**config.mk**
```make
export PLATFORM = sky130hd
export DESIGN_NAME = pipe_stage_buf
export DESIGN_NICKNAME = d
export VERILOG_FILES = /design/src/rtl/pipe_stage_buf.sv
export SDC_FILE = /design/constraint.sdc
export NUM_CORES = 1
export LEC_CHECK = 0
export CORE_UTILIZATION = 25
export CTS_BUF_LIST = sky130_fd_sc_hd__clkbuf_4
export CTS_CLUSTER_DIAMETER = 100
export DETAILED_ROUTE_END_ITERATION = 8
export DONT_BUFFER_PORTS = 1
export PLACE_DENSITY = 0.45
export SLEW_MARGIN = 10
export SYNTH_ARGS = -nofsm -noshare
export SYNTH_HDL_FRONTEND = slang
export SYNTH_SLANG_ARGS = --single-unit
```
**constraint.sdc**
```tcl
create_clock -name CLK -period 2.02 [get_ports CLK]
set_clock_uncertainty 0.2 [all_clocks]
set_input_delay 0.404 -clock CLK [delete_from_list [all_inputs] [get_ports CLK]]
set_output_delay 0.404 -clock CLK [all_outputs]
set_load 0.005 [all_outputs]
```
**src/rtl/pipe_stage_buf.sv**
```systemverilog
// pipe_stage_buf: two-entry skid buffer between pipeline stages with masked ctrl and stall counter
module pipe_stage_buf #(
    parameter int DATA_W = 32,
    parameter int CTRL_W = 16,
    parameter logic [CTRL_W-1:0] CTRL_CLR_MASK = '1,
    parameter int CNT_W = 8
) (
    input  logic              CLK,
    input  logic              nRST,
    input  logic              flush,
    input  logic              in_valid,
    output logic              in_ready,
    input  logic [DATA_W-1:0] in_data,
    input  logic [CTRL_W-1:0] in_ctrl,
    output logic              out_valid,
    input  logic              out_ready,
    output logic [DATA_W-1:0] out_data,
    output logic [CTRL_W-1:0] out_ctrl,
    output logic [1:0]        occupancy,
    output logic [CNT_W-1:0]  stall_cnt
);
    localparam logic [CNT_W-1:0] CNT_MAX = '1;
    logic              head_valid, skid_valid;
    logic [DATA_W-1:0] head_data, skid_data;
    logic [CTRL_W-1:0] head_ctrl, skid_ctrl;
    logic              in_xfer, out_xfer, load_head_in, load_head_skid, load_skid;
    // in_ready comes straight from the skid flop so no out_ready path reaches upstream
    assign in_ready       = ~skid_valid;
    assign in_xfer        = in_valid & in_ready;
    assign out_xfer       = head_valid & out_ready;
    assign load_head_in   = ~flush & in_xfer & (~head_valid | out_xfer);
    assign load_head_skid = ~flush & out_xfer & skid_valid;
    assign load_skid      = ~flush & in_xfer & head_valid & ~out_xfer;
    assign out_valid      = head_valid;
    assign out_data       = head_data;
    assign out_ctrl       = head_valid ? head_ctrl : head_ctrl & ~CTRL_CLR_MASK;
    assign occupancy      = {1'b0, head_valid} + {1'b0, skid_valid};
    always_ff @(posedge CLK or negedge nRST) begin
        if (!nRST) begin
            head_valid <= 1'b0;
            skid_valid <= 1'b0;
            head_data  <= '0;
            head_ctrl  <= '0;
            skid_data  <= '0;
            skid_ctrl  <= '0;
            stall_cnt  <= '0;
        end else begin
            head_valid <= flush ? 1'b0 : out_xfer ? (skid_valid | in_xfer) : (head_valid | in_xfer);
            skid_valid <= flush ? 1'b0 : skid_valid ? ~out_xfer : load_skid;
            if (load_head_in) begin
                head_data <= in_data;
                head_ctrl <= in_ctrl;
            end else if (load_head_skid) begin
                head_data <= skid_data;
                head_ctrl <= skid_ctrl;
            end
            if (load_skid) begin
                skid_data <= in_data;
                skid_ctrl <= in_ctrl;
            end
            if (head_valid & ~out_ready & ~flush & (stall_cnt != CNT_MAX))
                stall_cnt <= stall_cnt + 1'b1;
        end
    end
endmodule

```
==> metrics.md <==
| Metric | Value |
|---|---|
| Clock buffer depth | 2 |
| Nets@finish | 492 |
| Depth of the CTS H-tree | 3 |
| CTS root buffer | clkbuf_4 |
| Buffers added on ports | 0 |
| TritonCTS Buffers | 9 |
| Sw Pwr | approximately 1.5 mW |
| Worst path buffer plus inverter count | 1 |
| Row Count | 50 |
| Hold Path Class | primary input to async pin |
| Routed vias/inst | 4.79 |
| Fin. max-slew vios | 0 |
| Fmax | 514 MHz |
| Worst slew margin | 0.774 |
| Die ar. | 0.0200 sq mm |
| Final period util | 0.964 |
| Hold Vio Cnt, Final | 106 |
| Top cell type's share of synthesized area | 0.545 |
| Initial antenna violation count | 1 |
| Syn Nets | 446 |
| Power per cell area | 896 mW/mm^2 |
| CP max-delay cell | dfrtp_2 |
| Status | complete, but fails checks |
| RR Endpoint | out_data[7] |
| DRT antenna net count | 0 |
| Post-layout util | 0.316 |
| Violated checks | negative hold slack |
| Ys Warns | 0 |
| Syn Area/Cell | between 10 and 15 sq um |
| Layout filler cell count | 1972 |
| Drt first pass iters | 4 |
| Required @ worst endpoint | 1.42 ns |
| Flop pwr share | 0.554 |
| Clock Sinks | ~110 |
| Latest clock arrival within the worst-skew pair | between 0.4 and 0.5 ns |
| Multi-input combinational cell area | 0.00206 sq mm |
| Number of global-route vias before repair | 3643 |
| Critical path class | flop to output pin |
| Layout area overhead | 22.6% |
| Clock slew at reported path FFs | 0.18 ns |
| Clock network fraction of design power | 0.260 |
| Int Power | roughly 3.9 mW |
| Lkg Pwr | 2.76 nW |
| Worst Reg-to-Reg Cells | 5 |
| Largest net degree at the start of global routing | between 100 and 150 |
| Post-DP HPWL | 7710 um |
| Crit path DAT | 1.34 ns |
| Post-synthesis sequential area ratio | 0.545 |
| Via count | around 3400 |
| RSZ-0062 raised after global routing | yes |
| Synth Cell Area | 0.00486 sq mm |
| CP top delay family | flip-flops |
| Synth top area cells | dfrtp_1 (55%), mux2i_1 (9.9%), mux2_2 (7.6%) |
| Gpl congestion | 0.734 |
| Setup TNS | 0 ns |
| CTS tree | yes |
| Switch share | 0.279 |
| DRT iter0 DRCs | 94 |
| Tmin final | 1.95 ns |
| Gate Count Post-Synth | 391 |
| Combinational Power Share | 0.185 |
| Core footprint | approximately 0.019 sq mm |
| WHS | -0.631 ns |
| GR Overflow Total | 0 |
| Distinct cells, synth | 32 |
| Crit. End Element | output pin |
| IO Pins | around 110 |
| Total track usage | 0.135 |
| Largest area contributor in the netlist | dfrtp_1 |
| Crit path max fanout | 5 |
| Slowest Stage Delay on Critical Path | 0.47 ns |
| Worst VDD drop | 0.325 mV |
| Crit path launch type | flop |
| Starting density of the core | 0.257 |
| WL final | ~13000 um |
| Total Power Consumption | 5.34 mW |
| Die Ht | ~140 um |
| Commonest non-fill, non-tap cell in the layout | dfrtp_1 |
| Flop2flop setup slack | ~0.12 ns |
| Post-CTS Hold Buffers | 52 |
| Commonest non-fill, non-tap cells in the layout | dfrtp_1 (105), a21oi_1 (51), dlygate4sd3_1 (51) |
| Post-route DRC violation count | 0 |
| Setup violations, final | 0 |
| Worst-Margin Slew | 0.339 ns |
| #FFs+latches synth | 106 |
| First-pass GRT wire length | just over 20000 um |
| Critical path cell sequence | buf_6 > ha_4 |
| Die span in x | roughly 140 um |
| Crit Reg-Reg Startpoint | out_valid |
| Wirelength per Cell | 18.2 um |
| Layout cell share with drive strength beyond 1 | 0.213 |
| Reg area | 0.00265 sq mm |
| Max-Cap Viols | 0 |
==> Yosys cell counts (all sizes together) <==
cell type / count
dfrtp: 106
a31oi: 3
nand2: 2
or3: 1
nand3: 4
inv: 3
nand4: 3
and3: 2
a211oi: 1
buf: 12
a41oi: 1
nor3b: 1
nor4: 47
a21oi: 51
mux2i: 48
o21ai: 2
ha: 2
o2111a: 1
and2: 18
nand2b: 2
nand4b: 1
clkbuf: 22
xnor2: 1
and4: 1
nor2: 1
mux2: 53
nor2b: 2
==> power groups by stage <==
stage | logic [mW] | registers, mW | clock network (mW)
2_1_floorplan | 0.735 | 2.89 | 0
3_3_place_gp | 0.840 | 2.98 | 0
5_1_grt | 1.10 | 3.03 | 1.54
3_5_place_dp | 0.873 | 3.01 | 0
6_report | 0.990 | 2.96 | 1.39
4_1_cts | 1.00 | 2.96 | 1.46
==> routing by layer <==
| metal | track usage | share of wire |
|---|---|---|
| met1 | 0.169 | 0.45 |
| met2 | 0.223 | 0.48 |
| met3 | 0.0405 | 0.060 |
| met4 | 0.0424 | 0.012 |
| met5 | 0 | 0 |
==> timing repair <==
item,4_1_cts,5_1_grt
endpoints found under the setup margin,6,2
pin swaps,0,0
setup buffers,1,0
resized for setup,3,0
endpoints found under the hold margin,204,106
==> how the worst max path moves through the flow <==
stage                    to        from  cells past startpoint
4_1_cts        occupancy[0]   out_valid                      2
3_5_place_dp    out_data[7]  skid_valid                      4
5_1_grt        occupancy[0]   out_valid                      2
3_3_place_gp   out_data[13]  skid_valid                      4
6_report       occupancy[0]   out_valid                      2
2_1_floorplan  skid_ctrl[0]       flush                      6
==> stage by stage <==
stage | hold slack, ns | cell area [sq um] | cells | setup slack (ns)
CTS | -0.691 | 5960 | 702 | 0.0123
finish | -0.631 | 5960 | 703 | 0.0735
global route | -0.701 | 5960 | 703 | -0.00395
detailed placement | -0.0893 | 5210 | 633 | 0.248
global placement | -0.0894 | 5210 | 633 | 0.296
floorplan | -0.0916 | 4860 | 391 | 0.102
==> cells by family (layout without fill, tap and decap cells) <==
| logic type | after synthesis | count (layout) | synth area share |
|---|---|---|---|
| DFF | 106 | 106 | 0.545 |
| buffers and inverters | 37 | 88 | 0.0352 |
| AOI/OAI and AO/OA | 59 | 59 | 0.0641 |
| muxes | 101 | 101 | 0.237 |
| and+or+nand+nor | 85 | 85 | 0.111 |
| adders and majority gates | 2 | 2 | 0.00514 |
| xor gates and xnor gates | 1 | 1 | 0.00180 |
| other | 0 | 1 | 0 |
==> registers in the layout (all words and copies together), names as in the netlist <==
name        flops
head_ctrl      16
skid_data      32
skid_ctrl      16
skid_valid      1
stall_cnt       8
out_data       32
out_valid       1
==> cell type report <==
| class | instances | area share |
|---|---|---|
| Clock inverter | 6 | 0.0189 |
| Sequential cell | 106 | 0.445 |
| Timing Repair Buffer | 69 | 0.121 |
| Tap cell | 260 | 0.0546 |
| Inverter | 3 | 0.00189 |
| Clock buffer | 10 | 0.0126 |
| Multi-Input combinational cell | 248 | 0.346 |
| Antenna cell | 1 | 0.000420 |
Note: power is estimated with default switching activity, not from simulation.
